$ cat src/rtl/if_fetch_unit.sv
// Instruction fetch stage: samples the PC, runs a req/ack read on the I-memory port,
// and presents the returned word to decode with a one-entry skid for decode stalls.
module if_fetch_unit #(
  parameter logic [31:0] RESET_PC  = 32'h0000_3000,
  parameter logic [31:0] NOP_INSTR = 32'h0000_0000
) (
  input  logic        clk,
  input  logic        reset,
  input  logic [31:0] pc,
  input  logic        flush,
  input  logic        id_stall,
  output logic        imem_req,
  output logic [31:0] imem_addr,
  input  logic        imem_ack,
  input  logic [31:0] imem_rdata,
  output logic        if_valid,
  output logic [31:0] if_instr,
  output logic [31:0] if_pc,
  output logic        if_fault,
  output logic [2:0]  pc_write
);

  typedef enum logic [2:0] {
    LOAD  = 3'd0,
    REQ   = 3'd1,
    HOLD  = 3'd2,
    ADV   = 3'd3,
    FAULT = 3'd4,
    DRAIN = 3'd5
  } state_t;

  state_t      state;
  state_t      state_next;
  logic [31:0] req_addr;
  logic [31:0] skid;
  logic        fault_sent;

  logic consume;
  logic slot_free;
  logic sample_pc;
  logic load_word;
  logic load_skid;
  logic load_fault;
  logic capture_skid;

  assign consume   = if_valid && !id_stall;
  assign slot_free = !if_valid || consume;

  assign imem_req  = (state == REQ) || (state == DRAIN);
  assign imem_addr = req_addr;

  always_comb begin
    state_next   = state;
    sample_pc    = 1'b0;
    load_word    = 1'b0;
    load_skid    = 1'b0;
    load_fault   = 1'b0;
    capture_skid = 1'b0;
    case (state)
      LOAD: begin
        sample_pc  = 1'b1;
        state_next = (pc[1:0] != 2'b00) ? FAULT : REQ;
      end
      REQ: begin
        if (imem_ack) begin
          if (slot_free) begin
            load_word  = 1'b1;
            state_next = ADV;
          end else begin
            capture_skid = 1'b1;
            state_next   = HOLD;
          end
        end
      end
      HOLD: begin
        if (consume) begin
          load_skid  = 1'b1;
          state_next = ADV;
        end
      end
      ADV:   state_next = LOAD;
      FAULT: load_fault = slot_free && !fault_sent;
      DRAIN: begin
        if (imem_ack) state_next = LOAD;
      end
      default: state_next = LOAD;
    endcase

    // A redirect kills everything except an outstanding memory transaction,
    // which must still see its ack before a new address can be issued.
    if (flush) begin
      sample_pc    = 1'b0;
      load_word    = 1'b0;
      load_skid    = 1'b0;
      load_fault   = 1'b0;
      capture_skid = 1'b0;
      state_next   = ((state == REQ || state == DRAIN) && !imem_ack) ? DRAIN : LOAD;
    end
  end

  always_ff @(posedge clk) begin
    if (reset) begin
      state      <= LOAD;
      req_addr   <= RESET_PC;
      if_valid   <= 1'b0;
      if_instr   <= NOP_INSTR;
      if_pc      <= RESET_PC;
      if_fault   <= 1'b0;
      pc_write   <= 3'b000;
      fault_sent <= 1'b0;
    end else begin
      state    <= state_next;
      pc_write <= (state_next == ADV) ? 3'b111 : 3'b000;
      if (sample_pc) req_addr <= pc;

      if (flush) begin
        if_valid   <= 1'b0;
        if_fault   <= 1'b0;
        fault_sent <= 1'b0;
      end else if (load_word || load_skid || load_fault) begin
        if_valid <= 1'b1;
        if_fault <= load_fault;
        if_pc    <= req_addr;
        if_instr <= load_fault ? NOP_INSTR : (load_skid ? skid : imem_rdata);
        if (load_fault) fault_sent <= 1'b1;
      end else if (consume) begin
        if_valid <= 1'b0;
        if_fault <= 1'b0;
      end
    end
  end

  // Skid word is plain data; its validity is carried by the HOLD state.
  always_ff @(posedge clk) begin
    if (capture_skid) skid <= imem_rdata;
  end

endmodule

$ cat config.mk
export PLATFORM = sky130hd
export DESIGN_NAME = if_fetch_unit
export DESIGN_NICKNAME = d
export VERILOG_FILES = /design/src/rtl/if_fetch_unit.sv
export SDC_FILE = /design/constraint.sdc
export NUM_CORES = 1
export LEC_CHECK = 0
export CORE_MARGIN = 5
export CORE_UTILIZATION = 41
export DETAILED_ROUTE_END_ITERATION = 16
export PLACE_DENSITY = 0.76
export SETUP_SLACK_MARGIN = 0.15
export SYNTH_ARGS = -nofsm -noshare
export SYNTH_HDL_FRONTEND = slang
export SYNTH_SLANG_ARGS = --single-unit
export TNS_END_PERCENT = 100
$ cat constraint.sdc
create_clock -name clk -period 2.6 [get_ports clk]
set_input_delay 0.52 -clock clk [delete_from_list [all_inputs] [get_ports clk]]
set_output_delay 0.52 -clock clk [all_outputs]
set_load 0.01 [all_outputs]
==> flow_summary.yaml, run 1 <==
yosys:
  number_of_enable_flip_flop_cells_after_synthesis: 32
  synthFlopType: "sky130_fd_sc_hd__dfxtp_1"
  combinational_family_with_the_most_area_after_synthesis: "multiplexers"
  synth_compound_gate_area_share_pct: 10.9
  muxShareOfSynthArea_pct: 12.6
  avgSynthCellArea_um2: 10.9
  post_synthesis_instance_area_mm2: 0.00507
  post_synth_inst_count: 467
  synth_area_leaders: "sky130_fd_sc_hd__dfxtp_1, sky130_fd_sc_hd__edfxtp_1, sky130_fd_sc_hd__mux2i_1"
  postSynth.asyncResetShare_pct: 0
  synth_area_leader_cell: "sky130_fd_sc_hd__dfxtp_1"
  synth_cell_types: 35
  synth_simple_gate_area_share_pct: 12.4
  synthAdderAreaFrac_pct: 0
  synth_warnings: 0
  synthesis.nets: 536
  synthXorXnorAreaFrac_pct: 0
  synth-seq-cells: 135
  synth_top_cell_area_share_pct: 40.7
  synth_sequential_area_ratio_pct: 59.6
sta:
  timing_max_transition_violations_final: 0
  clock_skew_ns: 0.00506
  setup_violations: 0
  worst_slack_ns: 0.309
  maxClockFrequency_mhz: 436
  timing.final.crit_period_ns: 2.29
  max-slew-margin-rel_pct: 60.7
  fin_tns_setup_ns: 0
  grt_setup_unrepaired: "no"
  finalCritPeriodShare_pct: 88.1
  worst_pin_slew_ns: 0.589
  finalHoldViolCount: 0
finish:
  fillCellCount: 975
  diodes: 0
  areaGrowthSynthToFinish_pct: 47.6
  drive_gt1_share_pct: 8.23
  layout.cell_area.non_filler_mm2: 0.00748
  nNetsFinal: 700
  layoutNonFillerInstCount: 812
global_routing:
  grt.total_usage_pct: 18.2
  antenna_found_initial: 0
  global_route_wire_length_before_repair_um: 21100
  via_count_of_the_first_global_routing_pass: 4168
  global_route.overflow_total: 0
  grt_max_degree: 63
placement:
  place_inst: 780
  place.port_buffers: 170
  dp_hpwl_um: 9200
  dp_slack_ns: 0.187
  global_placement_routability_congestion: 0.784
  dpl_cell_area_mm2: 0.00690
setup_path:
  reg2reg_depth: 5
  critical_path_required_ns: 2.08
  crit_path_start_kind: "register"
  critical_path.endpoint_type: "output pin"
  timing.setup.critical_path_class: "reg -> out"
  startpoint_of_the_worst_register_to_register_path: "state[1]"
  ff2ff_setup_slack_ns: 0.58
  timing.critical_path.arrival_ns: 1.77
  worst-path-max-fanout: 12
  critical_path.reg2reg.endpoint: "if_instr[6]"
flow_run:
  timing.max_cap.violations: 0
die:
  row_count: 40
  floorplan.die_area_mm2: 0.0147
  floorplan_die_height_um: 121
  ioPinCount: 171
  initial_core_util_pct: 42.0
  core_region_area_mm2: 0.0121
  chipWidth_um: 121
clocking:
  tritoncts.num_buffers: 17
  tritoncts_num_sinks: 135
  clock_tree.htree_level_count: 4
  clock_latency_ns: 0.41
  tritoncts_clock_tree: "done"
  clockBufferDepth: 2
  post_cts_hold_buffer_count: 0
  cts.repair_timing.setup_buffer_count: 0
  worst_setup_hold_path_clk_slew_ns: 0.06
  clockRootBuffer: "sky130_fd_sc_hd__clkbuf_16"
drt:
  detail_route.drc_violations: 0
  routed_wire_length_per_instance_um: 16.1
  drt-initial-drc-count: 240
  detailroute.via_count: 4024
  route.antenna.remaining_nets: 0
  via_per_instance_ratio: 4.96
  routed_wl_um: 13100
  detail_route.first_pass.iterations: 4
run_status:
  status: "completed"
hold_path:
  hold_start: "if_pc[28]"
  min_delay_worst_endpoint: "if_pc[28]"
  tightest_hold_check_type: "reg -> reg"
  timing.hold.worst_path_depth: 2
power:
  p_leak_nw: 2.99
  worst_ir_drop_vdd_mv: 0.338
  power.density_cell_area_mw_per_mm2: 673
where the power goes:
part | total [W] | switching, W | leakage [nW] | internal (W)
registers | 0.00224 | 0.0000433 | 1.12 | 0.00220
clock network | 0.00232 | 0.000904 | 0.276 | 0.00142
logic | 0.000468 | 0.000218 | 1.59 | 0.000250
total | 0.00503 | 0.00117 | 2.99 | 0.00387
cell usage in the layout (no fill, tap or decap), drive strengths merged, types with 2 or more instances in the layout:
cell type | Yosys | routed
o211ai | 2 | 2
a21oi | 32 | 32
clkinvlp | 0 | 3
nand3 | 3 | 3
o2bb2ai | 32 | 32
dfxtp | 103 | 103
nand2 | 126 | 126
clkdlybuf4s50 | 0 | 170
or4 | 2 | 2
bufinv | 0 | 2
o21bai | 2 | 2
buf | 17 | 12
clkinv | 0 | 4
or4b | 2 | 2
a2111oi | 2 | 2
nand2b | 3 | 3
mux2i | 64 | 64
inv | 2 | 7
a211oi | 2 | 2
nand3b | 3 | 3
edfxtp | 32 | 32
clkbuf | 20 | 18
nor2 | 7 | 7
sequential cells by signal, indices dropped and copies added, names as in the netlist:
register / cells
if_instr: 32
if_pc: 32
imem_addr: 32
skid: 32
state: 3
fault_sent: 1
if_fault: 1
if_valid: 1
pc_write: 1
cells by family (layout without fill, tap and decap cells):
logic type,count (synthesis),in the layout
compound gates,77,77
buf+inv,39,216
flops,135,135
mux,64,64
simple gates,152,152
worst max path at each step:
stage               startpoint           end  cells after the start
floorplan             state[0]       skid[0]                      4
global placement         flush  if_instr[12]                      5
detailed placement       flush  if_instr[15]                      5
CTS                   state[0]      imem_req                      2
global route          state[0]      imem_req                      2
finish                state[0]      imem_req                      2
synth_stat cells, types with 3 or more instances:
library cell / n
sky130_fd_sc_hd__nor2_1: 7
sky130_fd_sc_hd__o2bb2ai_1: 32
sky130_fd_sc_hd__dfxtp_1: 103
sky130_fd_sc_hd__buf_4: 3
sky130_fd_sc_hd__a21oi_1: 32
sky130_fd_sc_hd__nand3b_1: 3
sky130_fd_sc_hd__buf_2: 5
sky130_fd_sc_hd__nand3_1: 3
sky130_fd_sc_hd__buf_6: 8
sky130_fd_sc_hd__nand2_1: 126
sky130_fd_sc_hd__nand2b_1: 3
sky130_fd_sc_hd__edfxtp_1: 32
sky130_fd_sc_hd__clkbuf_1: 20
sky130_fd_sc_hd__mux2i_1: 64
area by class of cell:
| cell class | instances | area [um^2] | area share (%) |
|---|---|---|---|
| clock inverter | 14 | 149 | 1.99 |
| inverter | 2 | 7.51 | 0.100 |
| sequential | 135 | 3020 | 40.4 |
| multi-input combinational | 293 | 1830 | 24.5 |
| clock buffer | 18 | 429 | 5.74 |
| timing repair buffer | 182 | 1830 | 24.4 |
| tap | 168 | 210 | 2.81 |
timing repair:
| item | CTS | global route |
|---|---|---|
| endpoints found under the hold margin | 0 | 0 |
| gates resized for setup | 0 | 1 |
| endpoints found under the setup margin | 0 | 1 |
through the flow:
step | hold slack (ns) | util [%] | power [W]
floorplan | 0.477 | - | 0.00249
global placement | 0.443 | 57.2 | 0.00275
detailed placement | 0.451 | 57.2 | 0.00276
CTS | 0.459 | 62.0 | 0.00510
global route | 0.486 | 62.0 | 0.00524
finish | 0.459 | 62.0 | 0.00503
per-layer routing:
metal	vias up	routed length (um)	global-route usage (%)	share of wire [%]
li1	1964	-	-	-
met2	138	6070	29.2	46
met1	1902	5460	21.2	42
met4	0	223	6.58	1.7
met3	20	1360	8.95	10
met5	-	0	0	0
critical path: stages, from the launching register on:
cell and delay [ns]:
sky130_fd_sc_hd__dfxtp_2 0.43, sky130_fd_sc_hd__nor2b_1 0.29, sky130_fd_sc_hd__clkdlybuf4s50_1 0.64
Note: power is estimated with default switching activity, not from simulation.
==> inputs of run 2 (changes only) <==
--- a/config.mk
+++ b/config.mk
@@ -11,3 +11,3 @@
 export PLACE_DENSITY = 0.76
-export SETUP_SLACK_MARGIN = 0.15
+export SETUP_SLACK_MARGIN = 0.5
 export SYNTH_ARGS = -nofsm -noshare
==> constraint.sdc (replaced) <==
create_clock -name clk -period 2.6 [get_ports clk]
set_input_delay 0.78 -clock clk [delete_from_list [all_inputs] [get_ports clk]]
set_output_delay 0.78 -clock clk [all_outputs]
set_load 0.01 [all_outputs]
==> flow_summary.yaml, run 2 (synthesis results as in run 1) <==
run_status:
  status: "completed"
clocking:
  tritoncts.num_buffers: 17
  clock_latency_ns: 0.41
  clockRootBuffer: "sky130_fd_sc_hd__clkbuf_16"
  tritoncts_num_sinks: 135
  worst_setup_hold_path_clk_slew_ns: 0.05
  clock_tree.htree_level_count: 4
  clockBufferDepth: 2
  tritoncts_clock_tree: "done"
  post_cts_hold_buffer_count: 0
setup_path:
  worst_path_largest_cell_delay_ns: 0.55
  worstPathCellList: "clkdlybuf4s50_1"
  ff2ff_setup_slack_ns: 0.61
  critPathSlowestCell: "sky130_fd_sc_hd__clkdlybuf4s50_1"
  timing.setup.critical_path_class: "reg -> out"
  worst_setup_path_startpoint: "if_instr[7]"
  path_delay_family: "buffers and inverters"
  startpoint_of_the_worst_register_to_register_path: "state[2]"
  cp_num_buf_inv: 1
  crit_path_start_kind: "register"
  critical_path_required_ns: 1.82
  critical_path.endpoint_type: "output pin"
  worst-path-max-fanout: 2
  timing.critical_path.arrival_ns: 1.29
finish:
  mostFrequentLayoutCell: "sky130_fd_sc_hd__nand2_1"
  drive_gt1_share_pct: 10.3
  fillCellCount: 973
  diodes: 0
  layoutNonFillerInstCount: 820
  nNetsFinal: 708
  most-common-layout-cells: "sky130_fd_sc_hd__nand2_1, sky130_fd_sc_hd__dfxtp_1, sky130_fd_sc_hd__clkdlybuf4s50_1"
  areaGrowthSynthToFinish_pct: 51.2
  final_core_utilization_pct: 63.5
drt:
  route.antenna.remaining_nets: 0
  detail_route.first_pass.iterations: 4
  routed_wl_um: 14100
  detailroute.via_count: 4085
  via_per_instance_ratio: 4.98
  detail_route.drc_violations: 0
  drt-initial-drc-count: 193
  routed_wire_length_per_instance_um: 17.2
global_routing:
  antenna_found_initial: 0
  global_route_wire_length_before_repair_um: 21600
  via_count_of_the_first_global_routing_pass: 4101
  global_route.overflow_total: 0
  grt_max_degree: 63
  grt.total_usage_pct: 18.8
hold_path:
  tightest_hold_check_type: "reg -> reg"
  hold_start: "if_pc[31]"
sta:
  worst_pin_slew_ns: 0.454
  clock_skew_ns: 0.00973
  timing.final.crit_period_ns: 2.07
  maxClockFrequency_mhz: 483
  worst_slack_ns: 0.531
  grt_setup_unrepaired: "yes"
  max-slew-margin-rel_pct: 69.6
  finalCritPeriodShare_pct: 79.6
  finalHoldViolCount: 0
  setup_violations: 0
  timing_max_transition_violations_final: 0
placement:
  dp_hpwl_um: 9320
  place.port_buffers: 170
  place_inst: 782
  global_placement_routability_congestion: 0.827
  dp_slack_ns: -0.0431
power:
  worst_ir_drop_vdd_mv: 0.529
  p_leak_nw: 3.89
  power.density_cell_area_mw_per_mm2: 634
die:
  row_count: 40
  floorplan.die_area_mm2: 0.0147
  core_region_area_mm2: 0.0121
  chipWidth_um: 121
  floorplan_die_height_um: 121
  initial_core_util_pct: 42.0
  ioPinCount: 171
flow_run:
  timing.max_cap.violations: 0
[run 2: changes by cell type in the layout (fill, tap and decap cells not counted), sizes merged]
cell	previous run	this run
clkbuf	18	26
dlymetal6s2s	0	31
clkinv	4	7
dlygate4sd2	0	66
bufinv	2	1
clkdlybuf4s50	170	71
buf	12	17
inv	7	2
[run 2: what timing repair did]
| action | CTS | global route |
|---|---|---|
| pin swaps | 4 | 4 |
| setup buffers | 1 | 1 |
| gates resized for setup | 79 | 45 |
| cloned | 1 | 3 |
| setup endpoints to repair | 132 | 119 |
[run 2: area by class of cell]
class / instances / area (um^2) / share of cell area [%]
Inverter: 2 / 7.51 / 0.0980
Timing Repair Buffer: 190 / 1980 / 25.8
Clock buffer: 21 / 440 / 5.75
Multi-Input combinational cell: 293 / 1920 / 25.0
Sequential cell: 135 / 3030 / 39.5
Tap cell: 168 / 210 / 2.74
Clock inverter: 11 / 83.8 / 1.09
[run 2: metrics by stage]
| stage | instance area, um^2 | hold WS, ns | setup TNS (ns) | power (W) |
|---|---|---|---|---|
| after floorplan | 5080 | 0.477 | 0 | 0.00249 |
| after global placement | 6960 | 0.443 | 0 | 0.00276 |
| after detailed placement | 6960 | 0.447 | -0.258 | 0.00277 |
| after CTS | 7480 | 0.461 | 0 | 0.00488 |
| after global routing | 7660 | 0.473 | 0 | 0.00504 |
| final | 7660 | 0.457 | 0 | 0.00486 |
[run 2: worst reg2reg max path: cells and delay by family, from the launching register on]
kind	cells	cell delay (ns)
flops	1	0.43
buf+inv	1	0.22
simple gates	1	0.71
compound gates	3	0.56
[run 2: metal layers]
| metal | GRT usage, % | wire length [um] | vias up |
|---|---|---|---|
| met1 | 22.0 | 5920 | 1936 |
| met3 | 8.16 | 1260 | 12 |
| met5 | 0 | 0 | - |
| li1 | - | - | 1982 |
| met4 | 4.83 | 125 | 0 |
| met2 | 31.6 | 6810 | 155 |
[run 2: report_power, final]
group / total (W) / leakage, nW / switching (W) / internal (W)
Sequential: 0.00224 / 1.12 / 0.0000445 / 0.00220
Clock: 0.00214 / 0.249 / 0.000846 / 0.00129
Combinational: 0.000472 / 2.52 / 0.000230 / 0.000242
[run 2: worst paths after layout]
kind,endpoint,depth (start not counted)
max,if_instr[7],1
min reg2reg,if_pc[31],2
min,if_pc[31],2
max reg2reg,if_instr[1],5
